$ cat config.mk
export PLATFORM = sky130hd
export DESIGN_NAME = serial_alu_ctrl
export DESIGN_NICKNAME = d
export VERILOG_FILES = /design/src/rtl/serial_alu_ctrl.sv
export SDC_FILE = /design/constraint.sdc
export NUM_CORES = 1
export LEC_CHECK = 0
export ABC_AREA = 1
export ABC_CLOCK_PERIOD_IN_PS = 2100
export BUFFER_PORTS_ARGS = -buffer_cell sky130_fd_sc_hd__buf_2
export CAP_MARGIN = 20
export CORE_MARGIN = 2
export CORE_UTILIZATION = 25
export DETAILED_ROUTE_END_ITERATION = 6
export PLACE_DENSITY = 0.42
export SETUP_SLACK_MARGIN = 0.05
export SYNTH_ARGS = -nofsm -noshare
export SYNTH_HDL_FRONTEND = slang
export SYNTH_SLANG_ARGS = --single-unit
$ cat constraint.sdc
create_clock -name clk -period 2.1 [get_ports clk]
set_clock_uncertainty 0.05 [all_clocks]
set_input_delay 0.21 -clock clk [delete_from_list [all_inputs] [get_ports clk]]
set_output_delay 0.21 -clock clk [all_outputs]
set_load 0.01 [all_outputs]
$ cat src/rtl/serial_alu_ctrl.sv
// serial_alu_ctrl -- bit-serial ALU controller around a single alu1bit slice.
//
// Latches two N-bit operands and an op code on an accepted start, then streams
// the operands LSB first through one alu1bit slice, one bit per clock. The
// carry is held in a register between bits, and the sum bits are shifted into
// an N-bit result.
//
// Optional build macro: SERIAL_ALU_OVF_EN adds the signed-overflow output ovf.
//
// alu1bit ports:
//   a, b    in   operand bits
//   cin     in   carry in
//   op      in   00 NOR, 01 XOR, 10 ADD, 11 SUB (a inverted)
//   s       out  result bit
//   cout    out  carry out (0 for logic ops)
//
// serial_alu_ctrl ports:
//   clk     in   system clock, rising edge
//   rst     in   asynchronous active-high reset
//   start   in   request, sampled only in IDLE
//   op      in   00 NOR, 01 XOR, 10 ADD, 11 SUB (B - A)
//   a, b    in   N-bit operands, latched on an accepted start
//   busy    out  high while the operation is running
//   done    out  one-cycle pulse when result is valid
//   result  out  completed result, held until the next completion
//   cout    out  final carry for arithmetic ops, 0 for logic ops
//   ovf     out  (SERIAL_ALU_OVF_EN only) signed overflow for arithmetic ops

module alu1bit (
    input  logic       a,
    input  logic       b,
    input  logic       cin,
    input  logic [1:0] op,
    output logic       s,
    output logic       cout
);
    logic ai;

    always_comb begin
        ai   = a ^ op[0];   // SUB inverts a; with cin seeded to 1 this gives b - a
        s    = 1'b0;
        cout = 1'b0;
        unique case (op)
            2'b00: s = ~(a | b);
            2'b01: s = a ^ b;
            default: begin
                s    = ai ^ b ^ cin;
                cout = (ai & b) | (ai & cin) | (b & cin);
            end
        endcase
    end
endmodule

module serial_alu_ctrl #(
    parameter int N = 8
) (
    input  logic         clk,
    input  logic         rst,
    input  logic         start,
    input  logic [1:0]   op,
    input  logic [N-1:0] a,
    input  logic [N-1:0] b,
    output logic         busy,
    output logic         done,
    output logic [N-1:0] result,
    output logic         cout
`ifdef SERIAL_ALU_OVF_EN
    ,
    output logic         ovf
`endif
);
    localparam int CW = (N > 1) ? $clog2(N) : 1;

    typedef enum logic [1:0] {
        IDLE = 2'd0,
        RUN  = 2'd1,
        DONE = 2'd2
    } state_t;

    state_t        state;
    logic [N-1:0]  a_sh;
    logic [N-1:0]  b_sh;
    logic [N-1:0]  res_sh;
    logic [1:0]    op_q;
    logic          carry_q;
    logic [CW-1:0] cnt;

    logic          alu_s;
    logic          alu_cout;
    logic          last_bit;

    alu1bit u_alu (
        .a    (a_sh[0]),
        .b    (b_sh[0]),
        .cin  (carry_q),
        .op   (op_q),
        .s    (alu_s),
        .cout (alu_cout)
    );

    assign last_bit = (cnt == CW'(N - 1));

`ifdef SERIAL_ALU_OVF_EN
    // Carry into the MSB slice, captured while that slice is being evaluated.
    logic cin_msb;

    always_ff @(posedge clk or posedge rst) begin
        if (rst) begin
            cin_msb <= 1'b0;
        end else if (state == RUN && last_bit) begin
            cin_msb <= carry_q;
        end
    end
`endif

    always_ff @(posedge clk or posedge rst) begin
        if (rst) begin
            state   <= IDLE;
            busy    <= 1'b0;
            done    <= 1'b0;
            result  <= '0;
            cout    <= 1'b0;
            a_sh    <= '0;
            b_sh    <= '0;
            res_sh  <= '0;
            op_q    <= 2'b00;
            carry_q <= 1'b0;
            cnt     <= '0;
`ifdef SERIAL_ALU_OVF_EN
            ovf     <= 1'b0;
`endif
        end else begin
            unique case (state)
                IDLE: begin
                    done <= 1'b0;
                    if (start) begin
                        a_sh    <= a;
                        b_sh    <= b;
                        op_q    <= op;
                        carry_q <= (op == 2'b11);
                        cnt     <= '0;
                        busy    <= 1'b1;
                        state   <= RUN;
                    end
                end
                RUN: begin
                    a_sh    <= a_sh >> 1;
                    b_sh    <= b_sh >> 1;
                    res_sh  <= {alu_s, res_sh[N-1:1]};
                    carry_q <= op_q[1] ? alu_cout : 1'b0;
                    cnt     <= cnt + 1'b1;
                    if (last_bit) begin
                        // Final bit goes straight into result alongside the shift.
                        result <= {alu_s, res_sh[N-1:1]};
                        cout   <= op_q[1] ? alu_cout : 1'b0;
`ifdef SERIAL_ALU_OVF_EN
                        // carry_q is the MSB carry-in this cycle; cin_msb holds it afterwards.
                        ovf    <= op_q[1] ? (carry_q ^ alu_cout) : 1'b0;
`endif
                        busy   <= 1'b0;
                        done   <= 1'b1;
                        state  <= DONE;
                    end
                end
                DONE: begin
                    done  <= 1'b0;
                    state <= IDLE;
                end
                default: begin
                    busy  <= 1'b0;
                    done  <= 1'b0;
                    state <= IDLE;
                end
            endcase
        end
    end
endmodule

==> run metrics, run 1 <==
status=finished with violations; failing checks=negative hold slack; pin count of the biggest net entering global routing=43; post-synthesis simple-gate area fraction=30.2%; initial antenna violation count=0; global-route wire length before repair=roughly 7400 microns; gr ovfl total=0; max-slew violations=0; min-delay worst type=in -> async; Fin. Hold Viols=8; total negative slack=0 ps; register-to-register setup slack=slightly below 500 ps; Final ANT Viol Nets=0; Synth Net Count=roughly 260; gpl congestion=0.732; Clock Pin Slew Worst Setup and Hold Paths=90 ps; Die Width=approximately 90 microns; Least-Margin Pin Slew=roughly 550 ps; LEAKAGE=around 1.2 nW; TritonCTS Buffers=5; Power Density=1430 nW/um^2; post-CTS setup buffers=0; sequential share of the synthesized area=between 50% and 60%; Synthesis Warnings=0; drc violations=0; H-tree levels=2; Diodes inserted=0; critical path launch point=op_q[0]; Reg-to-Reg Start=op_q[0]; most frequent cells in the layout=nand2_1 (85), dfrtp_1 (42), buf_2 (31); crit path launch type=flop; layout cell share with drive strength beyond 1=between 10% and 20%; Via density=4.18; NumNets Final=slightly below 300; Yosys top cell by area=dfrtp_1; Synth Register Bits=42; main combinational cell family by area after synthesis=simple AND/OR/NAND/NOR gates; Crit path arrival time=between 1500 and 2000 ps; xor and xnor area share after synthesis=0.457%; minimum clock period=~1600 ps; Crit Path Category=reg -> reg; Reg2Reg Depth=5; commonest non-fill, non-tap cell in the layout=nand2_1; Detail Placement HPWL=2900 microns; IO Count=32; FF-to-FF End=res_sh[7]; CP max FO=3; slew margin rel.=between 60% and 70%; Max clock buf depth=2; PortBufs=31; fmax=623 MHz; VDD IR max=~0.37 mV; clock sink count=42; RSZ-0062 raised after global routing=no; final setup fails=0; crit path capture type=flop; DR iter-0 viols=77; Area Growth Syn to Fin=19.6%; Skew-Pair Late Insertion Delay=around 300 ps; ranking of synthesized cells by area=dfrtp_1 (55%), nand2_1 (17%), nand3_1 (7.6%); mux cell area share after synthesis=0%; Die Y=slightly above 90 microns; CORE AREA=approximately 7300 sq um; root buffer cell=clkbuf_8; Synth top area share=54.8%; post-synthesis compound-gate area fraction=about 5.1%; Mapped Area=1920 sq um; Post-CTS Hold Fix Bufs=0; drt first pass iters=6; WP data required=~2200 ps; total track usage=between 10 and 15%; Mapped Cells=231; Avg Synthesized Cell Area=between 8 and 9 sq um; WHS=-12.7 ps; drt wl/cell=approximately 12 microns; crit path to=res_sh[7]; Starting Density=around a quarter; CTS tree=built; Via Count=between 1500 and 2000; drt total wl=about 4300 microns; post-CTS sizing=0; Distinct cells, synth=19; Total Die Area=roughly 8400 sq um; max-cap violations=0; Row Count=31; period utilisation layout=approximately three quarters; Post-Synth Adder-Cell Area=3.00%; vias in the first global route=about 1500
-- where the power goes --
group          total, mW  internal (mW)  switching (mW)
logic               1.34          0.508           0.832
registers           1.38           1.17           0.204
clock network      0.558          0.265           0.294
-- through the flow --
stage	instance area [sq um]	util, %	worst slack, ps	cells	total power, mW
after floorplan	1920	-	547	231	2.35
after global placement	2200	30.0	513	359	2.75
after detailed placement	2200	30.0	507	359	2.77
after CTS	2290	31.3	499	367	3.35
after global routing	2290	31.3	434	367	3.63
final	2290	31.3	496	367	3.28
-- worst min-delay path by stage --
stage | from | cells past startpoint | endpoint
floorplan | a[7] | 2 | a_sh[7]
global placement | rst | 3 | result[5]
detailed placement | rst | 3 | result[5]
CTS | rst | 3 | result[5]
global route | rst | 3 | result[5]
finish | rst | 3 | result[5]
-- worst max-delay path, stage by stage (launching register included) --
cell and delay [ps]:
dfrtp_1 410, xor2_1 190, fa_1 420, or2_2 310, nand3_1 90, nand2_1 50
-- cells in the mapped netlist, drive strengths merged --
cell and n:
or2 1, nand2 89, nand3 29, nand3b 4, o21bai 1, clkbuf 1, fa 1, inv 19
a21oi 1, buf 8, xor2 1, nor2 14, o21ai 17, dfrtp 42, ha 3
-- kinds of logic (layout without fill, tap and decap cells) --
kind of cell               Yosys count  in the layout
AOI/OAI and AO/OA                   19             19
xor gates and xnor gates             1              1
adders and majority gates            4              4
buffers and inverters               28             65
DFF                                 42             42
and+or+nand+nor                    137            137
-- per-layer routing --
metal	track usage (%)	vias to the layer above	wire [microns]
met4	3.41	0	40
met1	14.9	698	2250
met2	17.4	30	1870
met5	0	-	0
li1	-	800	-
met3	2.57	5	154
-- flip-flops by register name (all words and copies together), names as in the netlist --
signal	flops
a_sh	8
b_sh	8
result	8
res_sh	7
cnt	3
op_q	2
state	2
busy	1
carry_q	1
cout	1
done	1
-- area by class of cell --
cell class,instances,area [sq um]
clock buffer,6,82.6
clock inverter,2,12.5
fill,800,5040
inverter,19,73.8
multi-input combinational,161,742
sequential,42,1050
tap,99,124
timing repair buffer,38,208
No activity file was read; power rests on OpenSTA's default activity.
==> run 2: changes to the inputs <==
Settings changed: ABC_CLOCK_PERIOD_IN_PS 2100 to 1400, PLACE_DENSITY 0.42 to 0.43.
Clock period 2.1 ns to 1.4 ns, I/O delays scaled along.
==> run metrics, run 2 (same netlist as run 1, synthesis figures left out) <==
drt wl/cell=11.7 microns (-0.28%); WHS=18.5 ps (+31.1 ps); drt first pass iters=4 (-2); power share of the clock group=17.8% (+0.8 points); Die Width=91.6 microns (unchanged); max-cap violations=0 (unchanged); Total Power=5.42 mW (+65%); clock sink count=42 (unchanged); Total Die Area=8380 sq um (unchanged); RSZ-0062 raised after global routing=yes; minimum clock period=1500 ps (-102 ps); Post-DP Area=2330 sq um (+6.0%); count of non-filler cells in the finished layout=384 (+4.6%); Via Count=1595 (+4.0%); CORE AREA=7330 sq um (unchanged); status=finished with violations; Least-Margin Pin Slew=505 ps (-43.6 ps); total track usage=11.8% (+0.83 points); WP data required=1540 ps (-700 ps); Row Count=31 (unchanged); IO Count=32 (unchanged); CTS tree=built; max-slew violations=0 (unchanged); final worst slack=-102 ps (-598 ps); DR iter-0 viols=60 (-22%); most frequent cells in the layout=nand2_1 (84), dfrtp_1 (42), buf_2 (31); placed insts=370 (+3.1%); H-tree levels=2 (unchanged); crit path launch type=flop; Comb power frac=43.9% (+3.0 points); initial antenna violation count=0 (unchanged); post-route cell area=2520 sq um (+10%); Area Growth Syn to Fin=31.7%; Starting Density=26.1% (unchanged); NumNets Final=309 (+5.8%); Fin. Hold Viols=0 (-8); internal power=3.33 mW (+71%); Crit Path Category=reg -> reg; vias in the first global route=1636 (+5.8%); Detail Placement HPWL=3160 microns (+8.9%); period utilisation layout=107% (+31 points); # fillers=784 (-2.0%); commonest non-fill, non-tap cell in the layout=nand2_1; LEAKAGE=1.33 nW (+8.9%); fmax=666 MHz (+6.8%); Skew-Pair Late Insertion Delay=290 ps (about the same); TritonCTS Buffers=5 (unchanged); sw power=2.09 mW (+57%); Net Sw Frac=38.6% (-2.0 points); Crit path arrival time=1640 ps (-100 ps); CP max FO=2 (-1); crit path capture type=flop; Power Density=2150 nW/um^2 (+50%); gr ovfl total=0 (unchanged); global-route wire length before repair=7910 microns (+6.9%); Die Y=91.6 microns (unchanged); min-delay worst type=in -> reg; gpl congestion=0.719 (-1.8%); drc violations=0 (unchanged); failing checks=negative setup slack; total negative slack=-203 ps (-203 ps); PortBufs=31 (unchanged); slew margin rel.=66.3% (+2.9 points); Final ANT Viol Nets=0 (unchanged); drt total wl=4500 microns (+4.3%); Final Core Density=34.4% (+3.1 points); Clock Pin Slew Worst Setup and Hold Paths=80 ps (about the same); pin count of the biggest net entering global routing=20 (-53%); Max clock buf depth=2 (unchanged); final setup fails=2 (+2); Sequential Power Share=38.3% (-3.8 points); root buffer cell=clkbuf_8; dpl ws=-137 ps (-644 ps); biggest registers after layout=a_sh x8, b_sh x8, result x8; Diodes inserted=0 (unchanged); VDD IR max=0.588 mV (+58%); layout cell share with drive strength beyond 1=24.9% (+5.5 points); Via density=4.15 (-0.56%)
-- run 2: changes by cell type in the layout (fill, tap and decap cells not counted), sizes merged --
cell / delta
clkinv: -1
clkinvlp: -1
dlygate4sd3: +3
clkbuf: +1
buf: +14
bufinv: +1
-- run 2: repair_timing --
action / CTS / global route
buffers inserted: 2 / 1
pin swaps: 3 / 2
resized for setup: 0 / 9
gates cloned: 0 / 0
hold buffers: 3 / 0
hold endpoints to repair: 10 / 0
setup endpoints to repair: 3 / 33
-- run 2: path summary, 6_finish.rpt --
| kind | start | end | slack [ps] | cells after the start |
|---|---|---|---|---|
| worst max-delay path | a_sh[0] | res_sh[7] | -100 | 5 |
| max in group asynchronous | rst | b_sh[5] | 460 | 4 |
| min in group asynchronous | rst | res_sh[3] | 350 | 3 |
| worst min-delay path | op[0] | op_q[0] | 20 | 3 |
| worst min register to register | result[0] | result[0] | 430 | 2 |
| worst max register to register | a_sh[0] | res_sh[7] | -100 | 5 |
-- run 2: area by class of cell --
class | count | area, sq um | area share (%)
clock buffer | 7 | 76.3 | 3.02
tap | 99 | 124 | 4.91
multi-input combinational | 161 | 785 | 31.1
sequential | 42 | 1050 | 41.6
inverter | 19 | 73.8 | 2.93
clock inverter | 1 | 30.0 | 1.19
timing repair buffer | 55 | 384 | 15.2
-- run 2: routing by layer --
metal  vias up  global-route usage (%)  routed length [microns]
met3         5                    2.82                      180
met1       725                    16.2                     2270
met4         0                    3.79                       45
met2        32                    18.4                     2000
li1        833                       -                        -
met5         -                       0                        0
-- run 2: worst max-delay path, stage by stage, from the launching register on --
cell     delay, ps
dfrtp_1        390
xor2_1         180
fa_1           430
or2_4          240
nand3_2         60
nand2_2         40
-- run 2: power groups by stage --
| stage | logic (mW) | clock network [mW] | registers (mW) |
|---|---|---|---|
| CTS | 2.36 | 1.00 | 2.07 |
| global route | 2.79 | 1.06 | 2.15 |
| floorplan | 1.48 | 0 | 2.10 |
| finish | 2.38 | 0.966 | 2.08 |
| global placement | 2.28 | 0 | 2.09 |
| detailed placement | 2.31 | 0 | 2.09 |
==> run 3: changes to the inputs <==
Settings changed: CAP_MARGIN 20 to 25, CORE_UTILIZATION 25 to 40, PLACE_DENSITY 0.43 to 0.62.
==> run metrics, run 3 (same netlist as run 1, synthesis figures left out) <==
drt wl/cell=11.7 microns (-0.57%); Total Power=5.10 mW (-6.0%); crit path launch type=flop; biggest registers after layout=a_sh x8, b_sh x8, result x8; gr ovfl total=0 (unchanged); Diodes inserted=0 (unchanged); fmax=648 MHz (-2.6%); final setup fails=2 (unchanged); post-CTS setup buffers=0 (-2); slowest CP cell=fa_1; most frequent cells in the layout=nand2_1 (85), dfrtp_1 (42), buf_2 (31); CORE AREA=4660 sq um (-36%); H-tree levels=2 (unchanged); max-slew violations=0 (unchanged); Skew-Pair Late Insertion Delay=290 ps (about the same); Clock Pin Slew Worst Setup and Hold Paths=80 ps (about the same); root buffer cell=clkbuf_8; RSZ-0062 raised after global routing=yes; drt total wl=3880 microns (-14%); Die Width=73.2 microns (-20%); Starting Density=41.1% (+15 points); minimum clock period=1540 ps (+40.5 ps); hold_sp=op[1]; total track usage=16.7% (+4.9 points); footprint of the multi-input gates=777 sq um (-0.96%); min-delay worst type=in -> reg; TritonCTS Buffers=5 (unchanged); Reg-to-Reg Start=op_q[0]; commonest non-fill, non-tap cell in the layout=nand2_1; CP Cell Sequence=xor2_1 -> fa_1 -> or2_4 -> nand3_2 -> nand2_1; Power Density=2140 nW/um^2 (-0.46%); drc violations=0 (unchanged); VDD IR max=0.747 mV (+27%); Least-Margin Pin Slew=285 ps (-220 ps); final worst slack=-143 ps (-40.5 ps); LEAKAGE=1.29 nW (-2.8%); placed insts=323 (-13%); status=finished with violations; Total Die Area=5360 sq um (-36%); critical path launch point=op_q[0]; pin count of the biggest net entering global routing=43 (+110%); CTS tree=built; # fillers=480 (-39%); Via density=4.78 (+15%); drt first pass iters=4 (unchanged); PortBufs=31 (unchanged); Area Growth Syn to Fin=24.3%; clock sink count=42 (unchanged); Detail Placement HPWL=2760 microns (-13%); global-route wire length before repair=6860 microns (-13%); Die Y=73.2 microns (-20%); Via Count=1593 (-0.13%); NumNets Final=304 (-1.6%); layout cell share with drive strength beyond 1=23.7% (-1.3 points); failing checks=negative setup slack; period utilisation layout=110% (+2.9 points); Max clock buf depth=2 (unchanged); initial antenna violation count=0 (unchanged); Fin. Hold Viols=0 (unchanged); CP max FO=2 (unchanged); Seq. cell area=1050 sq um (unchanged); IO Count=32 (unchanged); DR iter-0 viols=61 (+1.7%); Crit path arrival time=1680 ps (+40 ps); max-cap violations=0 (unchanged); peak per-stage delay on the critical path=440 ps (about the same); Final ANT Viol Nets=0 (unchanged); vias in the first global route=1543 (-5.7%); Row Count=25 (-19%); slew margin rel.=80.9% (+15 points); count of non-filler cells in the finished layout=333 (-13%); gpl congestion=0.760 (+5.6%); total negative slack=-277 ps (-74.4 ps); WP data required=1530 ps (about the same); crit path capture type=flop; Crit Path Category=reg -> reg
## run 3: cell types whose count changed in the layout (fill, tap and decap cells not counted), sizes merged
cell | previous run | this run
buf | 52 | 47
clkbuf | 7 | 5
clkinv | 0 | 2
bufinv | 1 | 0
## run 3: timing repair
| action | in CTS | in global routing |
|---|---|---|
| gates resized for setup | 2 | 6 |
| pin swaps | 3 | 1 |
| endpoints found under the setup margin | 16 | 30 |
| endpoints found under the hold margin | 44 | 0 |
| hold buffers | 3 | 0 |
## run 3: worst paths after layout
path	to	slack [ps]	depth (start not counted)
hold / removal	op_q[1]	10	3
hold reg to reg	result[0]	420	2
max in group asynchronous	res_sh[7]	710	4
setup / recovery	res_sh[7]	-140	5
min in group asynchronous	result[4]	390	4
setup reg to reg	res_sh[7]	-140	5
## run 3: cell type report
| cell class | instances | area share (%) |
|---|---|---|
| Multi-Input combinational cell | 161 | 32.6 |
| Timing Repair Buffer | 50 | 14.0 |
| Clock inverter | 2 | 0.420 |
| Inverter | 19 | 3.10 |
| Sequential cell | 42 | 44.1 |
| Clock buffer | 5 | 2.89 |
| Tap cell | 54 | 2.84 |
## run 3: worst max-delay path: cells and delay by family (launching register included)
family | cells | cell delay [ps]
adders and majority gates | 1 | 440
DFF | 1 | 390
and+or+nand+nor | 3 | 350
xor gates and xnor gates | 1 | 200
## run 3: layer usage
metal,vias up,GRT usage (%),routed length [microns]
met4,0,5.76,49
met1,734,21.7,1830
met3,6,4.28,170
met5,-,0,0
met2,35,27.1,1830
li1,818,-,-
## run 3: power breakdown
group / internal, mW / total, mW / switching (mW)
Combinational: 0.974 / 2.29 / 1.32
Sequential: 1.76 / 2.07 / 0.303
Clock: 0.335 / 0.738 / 0.403
Total: 3.07 / 5.10 / 2.02
## run 3: stage by stage
step	hold WS [ps]	utilization, %	instance area, sq um	setup WS (ps)
6_report	14.1	51.1	2380	-143
4_1_cts	10.4	50.7	2360	-157
5_1_grt	57.1	51.1	2380	-219
3_5_place_dp	169	48.2	2250	-162
2_1_floorplan	200	-	1930	-115
3_3_place_gp	168	48.2	2250	-110
